<file path="src/rtl/color_detect_pkg.sv">
`default_nettype none
// ============================================================================
// Module   : color_detect_pkg
// Brief    : Filter/colour encodings and FSM types for color_detect_seq.
// Revision : 1.0
// ============================================================================
package color_detect_pkg;

  localparam logic [1:0] RED_FILTER   = 2'd0;
  localparam logic [1:0] BLUE_FILTER  = 2'd1;
  localparam logic [1:0] CLEAR_FILTER = 2'd2;
  localparam logic [1:0] GREEN_FILTER = 2'd3;

  localparam logic [1:0] NONE_COLOR  = 2'd0;
  localparam logic [1:0] RED_COLOR   = 2'd1;
  localparam logic [1:0] GREEN_COLOR = 2'd2;
  localparam logic [1:0] BLUE_COLOR  = 2'd3;

  typedef enum logic [1:0] {
    ST_IDLE    = 2'd0,
    ST_SETTLE  = 2'd1,
    ST_MEASURE = 2'd2,
    ST_DECIDE  = 2'd3
  } state_e;

  typedef enum logic [1:0] {
    CH_G = 2'd0,
    CH_R = 2'd1,
    CH_B = 2'd2
  } chan_e;

endpackage
`default_nettype wire

</file>
<file path="src/rtl/color_detect_seq_edge_sync_counter.sv">
`default_nettype none
// ============================================================================
// Module   : edge_sync_counter
// Brief    : Synchronises an async pulse train, detects rising edges and
//            accumulates them in a saturating counter with clear and enable.
// Revision : 1.0
// ============================================================================
module edge_sync_counter #(
  parameter int CNT_W = 9
) (
  input  logic             clk_i,
  input  logic             rst_i,
  input  logic             sig_i,
  input  logic             clr_i,
  input  logic             cnt_en_i,
  output logic [CNT_W-1:0] acc_o
);

  logic [2:0]       sync_q;
  logic [CNT_W-1:0] cnt_q;
  logic [CNT_W-1:0] cnt_d;
  logic             edge_w;

  assign edge_w = sync_q[1] & ~sync_q[2];

  always_comb begin
    cnt_d = cnt_q;
    if (cnt_en_i && edge_w && (cnt_q != {CNT_W{1'b1}})) begin
      cnt_d = cnt_q + CNT_W'(1);
    end
  end

  always_ff @(posedge clk_i) begin
    if (rst_i) begin
      sync_q <= '0;
      cnt_q  <= '0;
    end else begin
      sync_q <= {sync_q[1:0], sig_i};
      cnt_q  <= clr_i ? '0 : cnt_d;
    end
  end

  // Includes the edge of the current cycle so the window's last cycle counts.
  assign acc_o = cnt_d;

endmodule
`default_nettype wire

</file>
<file path="src/rtl/color_detect_seq.sv">
`default_nettype none
// ============================================================================
// Module   : color_detect_seq
// Brief    : Sequences sensor filters G->R->B, counts cs_out edges per window
//            and reports the dominant colour with a valid pulse.
// Revision : 1.0
// ============================================================================
module color_detect_seq
  import color_detect_pkg::*;
#(
  parameter int WINDOW_CYCLES = 500,
  parameter int SETTLE_CYCLES = 2,
  parameter int CNT_W         = 9,
  parameter int MIN_COUNT     = 4
) (
  input  logic             clk_1MHz,
  input  logic             rst,
  input  logic             enable,
  input  logic             cs_out,
  output logic [1:0]       filter,
  output logic [1:0]       color,
  output logic             color_valid,
  output logic [CNT_W-1:0] red_cnt,
  output logic [CNT_W-1:0] green_cnt,
  output logic [CNT_W-1:0] blue_cnt
);

  localparam int c_tmr_max = (WINDOW_CYCLES > SETTLE_CYCLES) ? WINDOW_CYCLES : SETTLE_CYCLES;
  localparam int c_tmr_w   = (c_tmr_max > 1) ? $clog2(c_tmr_max) : 1;
  localparam logic [c_tmr_w-1:0] c_settle_last = c_tmr_w'(SETTLE_CYCLES - 1);
  localparam logic [c_tmr_w-1:0] c_window_last = c_tmr_w'(WINDOW_CYCLES - 1);

  state_e               state_q, state_d;
  chan_e                ch_q, ch_d;
  logic [c_tmr_w-1:0]   tmr_q, tmr_d;
  logic [1:0]           filter_q, filter_d;
  logic [CNT_W-1:0]     red_st_q, red_st_d, grn_st_q, grn_st_d, blu_st_q, blu_st_d;
  logic [CNT_W-1:0]     red_cnt_q, red_cnt_d, grn_cnt_q, grn_cnt_d, blu_cnt_q, blu_cnt_d;
  logic [1:0]           color_q, color_d;
  logic                 valid_q, valid_d;
  logic [CNT_W-1:0]     acc_w;

  edge_sync_counter #(.CNT_W(CNT_W)) u_edge_cnt (
    .clk_i    (clk_1MHz),
    .rst_i    (rst),
    .sig_i    (cs_out),
    .clr_i    (state_q != ST_MEASURE),
    .cnt_en_i (state_q == ST_MEASURE),
    .acc_o    (acc_w)
  );

  // Strictly greatest channel wins; ties or a weak maximum report no colour.
  function automatic logic [1:0] pick_color(input logic [CNT_W-1:0] r,
                                            input logic [CNT_W-1:0] g,
                                            input logic [CNT_W-1:0] b);
    logic [1:0]       c;
    logic [CNT_W-1:0] m;
    c = NONE_COLOR;
    m = '0;
    if (r > g && r > b) begin
      c = RED_COLOR;
      m = r;
    end else if (g > r && g > b) begin
      c = GREEN_COLOR;
      m = g;
    end else if (b > r && b > g) begin
      c = BLUE_COLOR;
      m = b;
    end
    if (32'(m) < 32'(MIN_COUNT)) c = NONE_COLOR;
    return c;
  endfunction

  always_comb begin
    state_d   = state_q;
    ch_d      = ch_q;
    tmr_d     = tmr_q;
    filter_d  = filter_q;
    red_st_d  = red_st_q;
    grn_st_d  = grn_st_q;
    blu_st_d  = blu_st_q;
    red_cnt_d = red_cnt_q;
    grn_cnt_d = grn_cnt_q;
    blu_cnt_d = blu_cnt_q;
    color_d   = color_q;
    valid_d   = 1'b0;
    unique case (state_q)
      ST_IDLE: begin
        filter_d = CLEAR_FILTER;
        if (enable) begin
          state_d  = ST_SETTLE;
          ch_d     = CH_G;
          tmr_d    = '0;
          filter_d = GREEN_FILTER;
        end
      end
      ST_SETTLE: begin
        if (tmr_q == c_settle_last) begin
          state_d = ST_MEASURE;
          tmr_d   = '0;
        end else begin
          tmr_d = tmr_q + c_tmr_w'(1);
        end
      end
      ST_MEASURE: begin
        if (tmr_q == c_window_last) begin
          tmr_d   = '0;
          state_d = ST_SETTLE;
          unique case (ch_q)
            CH_G: begin
              grn_st_d = acc_w;
              ch_d     = CH_R;
              filter_d = RED_FILTER;
            end
            CH_R: begin
              red_st_d = acc_w;
              ch_d     = CH_B;
              filter_d = BLUE_FILTER;
            end
            default: begin
              blu_st_d = acc_w;
              state_d  = ST_DECIDE;
              filter_d = CLEAR_FILTER;
            end
          endcase
        end else begin
          tmr_d = tmr_q + c_tmr_w'(1);
        end
      end
      default: begin
        red_cnt_d = red_st_q;
        grn_cnt_d = grn_st_q;
        blu_cnt_d = blu_st_q;
        color_d   = pick_color(red_st_q, grn_st_q, blu_st_q);
        valid_d   = 1'b1;
        tmr_d     = '0;
        ch_d      = CH_G;
        if (enable) begin
          state_d  = ST_SETTLE;
          filter_d = GREEN_FILTER;
        end else begin
          state_d  = ST_IDLE;
          filter_d = CLEAR_FILTER;
        end
      end
    endcase
  end

  always_ff @(posedge clk_1MHz) begin
    if (rst) begin
      state_q   <= ST_IDLE;
      ch_q      <= CH_G;
      tmr_q     <= '0;
      filter_q  <= CLEAR_FILTER;
      red_st_q  <= '0;
      grn_st_q  <= '0;
      blu_st_q  <= '0;
      red_cnt_q <= '0;
      grn_cnt_q <= '0;
      blu_cnt_q <= '0;
      color_q   <= NONE_COLOR;
      valid_q   <= 1'b0;
    end else begin
      state_q   <= state_d;
      ch_q      <= ch_d;
      tmr_q     <= tmr_d;
      filter_q  <= filter_d;
      red_st_q  <= red_st_d;
      grn_st_q  <= grn_st_d;
      blu_st_q  <= blu_st_d;
      red_cnt_q <= red_cnt_d;
      grn_cnt_q <= grn_cnt_d;
      blu_cnt_q <= blu_cnt_d;
      color_q   <= color_d;
      valid_q   <= valid_d;
    end
  end

  assign filter      = filter_q;
  assign color       = color_q;
  assign color_valid = valid_q;
  assign red_cnt     = red_cnt_q;
  assign green_cnt   = grn_cnt_q;
  assign blue_cnt    = blu_cnt_q;

endmodule
`default_nettype wire

</file>
<file path="config.mk">
export PLATFORM = sky130hd
export DESIGN_NAME = color_detect_seq
export DESIGN_NICKNAME = d
export VERILOG_FILES = /design/src/rtl/color_detect_pkg.sv /design/src/rtl/color_detect_seq_edge_sync_counter.sv /design/src/rtl/color_detect_seq.sv
export SDC_FILE = /design/constraint.sdc
export NUM_CORES = 1
export LEC_CHECK = 0
export CAP_MARGIN = 15
export CORE_MARGIN = 1
export CORE_UTILIZATION = 57
export DETAILED_ROUTE_END_ITERATION = 7
export PLACE_DENSITY = 0.8
export RECOVER_POWER = 25
export SLEW_MARGIN = 10
export SYNTH_ARGS = -nofsm -noshare
export SYNTH_HDL_FRONTEND = slang
export SYNTH_SLANG_ARGS = --single-unit
</file>
<file path="constraint.sdc">
create_clock -name clk_1MHz -period 2.7 [get_ports clk_1MHz]
set_input_delay 0.54 -clock clk_1MHz [delete_from_list [all_inputs] [get_ports clk_1MHz]]
set_output_delay 0.54 -clock clk_1MHz [all_outputs]
set_load 0.1 [all_outputs]
</file>
# ---- Word level (Yosys, flattened, before mapping)
# Cells that the tools add are included.
dict set report word_totals {
  rom_bits 0
  reg_bits 84
  elab_cells 82
  output_inout_bits 32
  in_bits 4
  mem_bits_rw 0
  latchBits 0
  memories 0
}
dict set report classes {
  n_lt_le_gt_ge 7
  div 0
  shift 0
  add_sub_neg 2
  mul 0
  reduce_logical 16
  eq_ne 11
  n_bitwise 4
  n_mux 28
}
# operator n
set op_table {}
lappend op_table {{$mux W9} 8}
lappend op_table {{$gt A9 B9 Y1} 6}
lappend op_table {{$pmux W9 S3} 1}
lappend op_table {{$mux W2} 11}
lappend op_table {{$add A9 B1 Y9 const B} 2}
lappend op_table {{$pmux W2 S2} 3}
lappend op_table {{$pmux W2 S3} 2}
lappend op_table {{$reduce_and A3 Y1} 4}
lappend op_table {{$eq A9 B1 Y1 const B} 1}
lappend op_table {{$eq A9 B9 Y1 const B} 1}
lappend op_table {{$lt A9 B3 Y1 const B} 1}
lappend op_table {{$ne A9 B9 Y1 const B} 1}
lappend op_table {{$ne A2 B2 Y1 const B} 4}
lappend op_table {{$logic_and A1 B1 Y1} 5}
lappend op_table {{$eq A2 B1 Y1 const B} 2}
lappend op_table {{$logic_not A2 Y1} 2}
lappend op_table {{$reduce_and A4 Y1} 1}
lappend op_table {{$reduce_or A2 Y1} 2}
lappend op_table {{$mux W1} 3}
lappend op_table {{$ne A3 B3 Y1 const B} 1}
lappend op_table {{$not A1 Y1} 3}
lappend op_table {{$reduce_or A3 Y1} 1}
lappend op_table {{$eq A2 B2 Y1 const B} 1}
lappend op_table {{$reduce_and A2 Y1} 1}
lappend op_table {{$and A1 B1 Y1} 1}

# ---- Longest topological paths before layout
dict set report depth {
  depth_word 8
  depth_mapped 10
  mapped_depth_nobuf 9
}

# ---- Modules after synthesis
# Synthesis repeated with hierarchy kept, for this count alone.
dict set report unflattened {
  cells_unflattened 443
  area_unflattened_um2 4097.7
}
# module area_each_um2 instances cells_per_inst
set modules_own_cells {}
lappend modules_own_cells {color_detect_seq 3499.6 1 379}
lappend modules_own_cells {edge_sync_counter 598.1 1 64}

# ---- Worst setup path before layout
# OpenSTA, ideal clock, no wires.
dict set report synth_path {
  kind {reg-to-reg}
  start {reg u_edge_cnt.cnt_q[0]}
  end {reg blu_st_q[6]}
  t_arrival_ps 1931
  stages_incl_launch_ff 11
  setup_ps 134
  setup_slack_ps 635
  cell_sequence {dfxtp_1 ha_1 nand3_1 nor2_1 ha_1 nor4bb_1 clkbuf_1 and3_1 nand4_1 xor2_1 a211oi_1}
}
dict set report synth_between {
  elab_chain_cells 3
  word_cells_on_any_way 4
  cone_classes {add/sub (1); eq/ne (1); mux (1); reduce/logical (1)}
}
# item line_no
set synth_lines {}
lappend synth_lines {{start: declaration} color_detect_seq_edge_sync_counter.sv:20} ;# logic [CNT_W-1:0] cnt_q;
lappend synth_lines {{start signal: assignment} color_detect_seq_edge_sync_counter.sv:39} ;# cnt_q <= clr_i ? '0 : cnt_d;
lappend synth_lines {{parallel branches: the longest is 2 deep, another holds $add A9 B1 Y9} n/a}
lappend synth_lines {{$mux W9 *} color_detect_seq_edge_sync_counter.sv:28} ;# if (cnt_en_i && edge_w && (cnt_q != {CNT_W{1'b1}})) begin
lappend synth_lines {{end signal: assignment} color_detect_seq.sv:170} ;# blu_st_q <= blu_st_d;
lappend synth_lines {{end: declaration} color_detect_seq.sv:37} ;# logic [CNT_W-1:0] red_st_q, red_st_d, grn_st_q, grn_st_d, blu_st_q, blu_st_d;
# Every way passes the cells marked *.
# A chain may end at the register's enable or synchronous reset.

# ---- Worst setup path in the final report
dict set report layout_path {
  start {reg u_edge_cnt.cnt_q[0]}
  end {reg red_st_q[6]}
}
dict set report layout_between {
  elab_chain_cells 3
  word_cells_on_any_way 4
  cone_classes {add/sub (1); eq/ne (1); mux (1); reduce/logical (1)}
}
# item line_no
set layout_lines {}
lappend layout_lines {{parallel branches: the longest is 2 deep, another holds $add A9 B1 Y9} n/a}
lappend layout_lines {{$mux W9 *} color_detect_seq_edge_sync_counter.sv:28}
lappend layout_lines {{end signal: assignment} color_detect_seq.sv:168} ;# red_st_q <= red_st_d;
lappend layout_lines {{end: declaration} color_detect_seq.sv:37}
# Marks and branches as above.

==> summary.md <==
| Metric | Value |
|---|---|
| Status | `finished clean` |
| Gpl congestion | `0.891` |
| Post-synthesis sequential area ratio | `42.6%` |
| Max cap viols | `0` |
| Total Negative Setup Slacks | `0 ps` |
| Cell Chain, Critical Path | `ha_1, nand3_1, nor2_1, ha_1, nor4bb_1, buf_4, and3_1, nand4_1, xor2_1, a211oi_1` |
| CTS tree | `done` |
| Worst R2R Setup Slack | `between 400 and 500 ps` |
| Max-slew violations | `0` |
| CTS max path bufs | `2` |
| Critical Path RT | `2900 ps` |
| Final setup vio count | `0` |
| Max VDD drop | `0.000316 V` |
| DRT iter0 DRCs | `194` |
| Num rows | `29` |
| RR Startpoint | `u_edge_cnt.cnt_q[0]` |
| Unrepaired setup endpoints after global routing | `no` |
| Num Clock Sinks | `84` |
| Wirelength, routed | `8470 um` |
| Io pins | `36` |
| DP Wirelength | `between 6000 and 7000 um` |
| Slew @ Worst Pin | `1310 ps` |
| Num CTS Buffers | `9` |
| Routed wire length per instance | `15.7 um` |
| Critical Path Start Type | `flip-flop` |
| Synth top area share | `42.6%` |
| Crit. End Element | `flip-flop` |
| Hold path start | `u_edge_cnt.sync_q[0]` |
| Worst slew margin | `12.8%` |
| Initial antenna violation count | `0` |
| EDFF count, synth | `0` |
| Cell accounting for the most synthesized area | `dfxtp_1` |
| Final nets | `498` |
| CORE AREA | `6530 sq um` |
| CTS root buffer | `clkbuf_8` |
| WHS | `around 450 ps` |
| Drt first pass iters | `4` |
| DR vias/cell | `5.82` |
| Asr flop ratio synth | `0%` |
| Ranking of synthesized cells by area | `dfxtp_1 43%, ha_1 11%, nor2_1 8.4%, mux2i_1 7.6%, a211oi_1 5.7%` |
| Drt drc | `0` |
| Share of layout cells above drive strength 1 | `between 10% and 20%` |
| Number of global-route vias before repair | `about 3k` |
| R2R cell count | `10` |
| Antenna viol nets, final | `0` |
| Syn Inst Count | `427` |
| Pwr Density | `564 nW/um^2` |
| Yosys reg bits | `84` |
| Hold EP | `u_edge_cnt.sync_q[1]` |
| H-tree levels | `3` |
| IO buf count | `35` |
| CTS hold repair buffers | `0` |
| Skew final | `12.6 ps` |
| Post CTS Setup Buffer Count | `0` |
| Worst slack at placement | `466 ps` |
| Reg2Reg Capture Point | `red_st_q[6]` |
| Crit path max-delay family | `simple AND/OR/NAND/NOR gates` |
| Hold Path Class | `reg2reg` |
| Setup CP Type | `reg2reg` |
| Yosys cell types | `47` |
| PostCTS Resize Cnt | `0` |
| Hold Path Depth | `1` |
| Period utilization | `83.1%` |
| Total track usage | `24.9%` |
| N_diodes | `0` |
| Global route overflow | `0` |
| Buf/Inv on CP | `1` |
| Initial Util | `60.4%` |
| Growth of design area from synthesis to finish | `12.0%` |
| First-pass GRT wire length | `approximately 14000 um` |
| Die ar. | `7260 sq um` |
| Final WS setup | `about 460 ps` |
| Max FO, Critical Path | `6` |
| Max Freq | `between 400 and 500 MHz` |
| Ys flop type | `dfxtp_1` |
| Post-Syn Area | `around 3900 sq um` |
| Max stage delay cell, worst path | `dfxtp_1` |
| Top cell by count, worst path | `ha_1` |
| Mean post-synth cell area | `9.24 sq um` |
| Total leakage power | `around 0.0017 uW` |
| Number of warnings issued by yosys | `0` |
| DR vias | `between 3k and 4k` |
| Height of the die | `85.2 um` |
| Mapped Nets | `around 470` |
| Clk_lat worst skew | `370 ps` |
| Clk slew on worst S/H paths | `approximately 90 ps` |
| Crit path largest cell delay | `~330 ps` |
| Crit path arrival time | `2440 ps` |
| Die width | `85.2 um` |
| Final hold vios | `0` |
| Tmin final | `2240 ps` |
| Largest net degree at the start of global routing | `69` |
[synth_stat cells (all sizes together) (3+ instances only)]
cell type,number
or4,3
o21ai,6
nand4,15
and3,4
dfxtp,84
ha,35
a21oi,10
nor3,5
nor2b,7
nand2,14
a211oi,30
mux2i,30
a21o,5
buf,7
o41ai,3
nand3,4
clkbuf,13
xor2,9
nor2,89
o21bai,3
inv,22
xnor2,5
[placed cells by master, fill, tap and decap left out, types with 3 or more instances in the layout]
cell type	n
a211oi_1	30
a21o_1	5
a21oi_1	10
and3_1	3
buf_4	29
clkbuf_1	11
clkbuf_8	9
clkinvlp_4	3
dfxtp_1	84
ha_1	35
inv_1	22
mux2i_1	30
nand2_1	14
nand3_1	4
nand4_1	14
nor2_1	88
nor2b_1	7
nor3_1	5
o21ai_0	5
o21bai_1	3
o41ai_1	3
or4_1	3
xnor2_1	5
xor2_1	9
[logic make-up after synthesis]
group	Yosys count	share of synthesized area (%)
flip-flops	84	42.6
multiplexers	30	7.61
AND/OR/NAND/NOR	152	18.6
XOR/XNOR	14	3.11
adder cells (fa/ha/maj)	35	11.1
AO/OA/AOI/OAI	70	12.5
buffers and inverters	42	4.47
[cell type report]
class,instances,area [sq um]
repair buffers,41,277
clock inverters,5,61.3
well taps,77,96.3
clock buffers,11,131
multi-input cells,301,2090
fillers,536,2110
inverters,22,82.6
flip-flops and latches,84,1680
[state kept, by name (all words and copies together) (netlist names), 2 cells and up]
| signal | count |
|---|---|
| blu_st_q | 9 |
| blue_cnt | 9 |
| green_cnt | 9 |
| grn_st_q | 9 |
| red_cnt | 9 |
| red_st_q | 9 |
| tmr_q | 9 |
| u_edge_cnt.cnt_q | 9 |
| u_edge_cnt.sync_q | 3 |
| ch_q | 2 |
| color | 2 |
| filter | 2 |
| state_q | 2 |
[worst reg2reg max path: stages, from the launching register on]
cell and delay (ps):
dfxtp_1 330, ha_1 230, nand3_1 90, nor2_1 40, ha_1 170, nor4bb_1 260
buf_4 200, and3_1 180, nand4_1 120, xor2_1 330, a211oi_1 120
[worst max path at each step]
stage / from / endpoint / slack, ps / depth (start not counted)
4_1_cts: tmr_q[0] / tmr_q[5] / 480 / 6
6_report: u_edge_cnt.cnt_q[0] / red_st_q[6] / 460 / 10
2_1_floorplan: u_edge_cnt.cnt_q[0] / blu_st_q[6] / 640 / 10
3_3_place_gp: u_edge_cnt.cnt_q[0] / blu_st_q[6] / 550 / 10
5_1_grt: u_edge_cnt.cnt_q[0] / grn_st_q[6] / 300 / 10
3_5_place_dp: u_edge_cnt.cnt_q[0] / red_st_q[6] / 470 / 10
[per-stage QoR]
stage | util [%] | cell area, sq um | instances | power [uW]
after floorplan | - | 3950 | 427 | 1560
after global placement | 65.2 | 4260 | 525 | 1610
after detailed placement | 65.2 | 4260 | 525 | 1620
after CTS | 68.2 | 4450 | 541 | 2500
after global routing | 67.6 | 4420 | 541 | 2580
final | 67.6 | 4420 | 541 | 2490
[power breakdown]
part           total (uW)  internal [uW]  switching, uW
clock network         900            431            469
logic                 312            111            202
registers            1280           1260           18.9
[metal layers]
| layer | vias to the layer above | track usage [%] | part of all wire [%] |
|---|---|---|---|
| met5 | - | 0 | 0 |
| met4 | 0 | 13.3 | 3.2 |
| met3 | 25 | 3.99 | 4.8 |
| met2 | 95 | 39.6 | 45 |
| met1 | 1462 | 32.7 | 47 |
| li1 | 1569 | - | - |
Power figures use the tool's default switching activity.
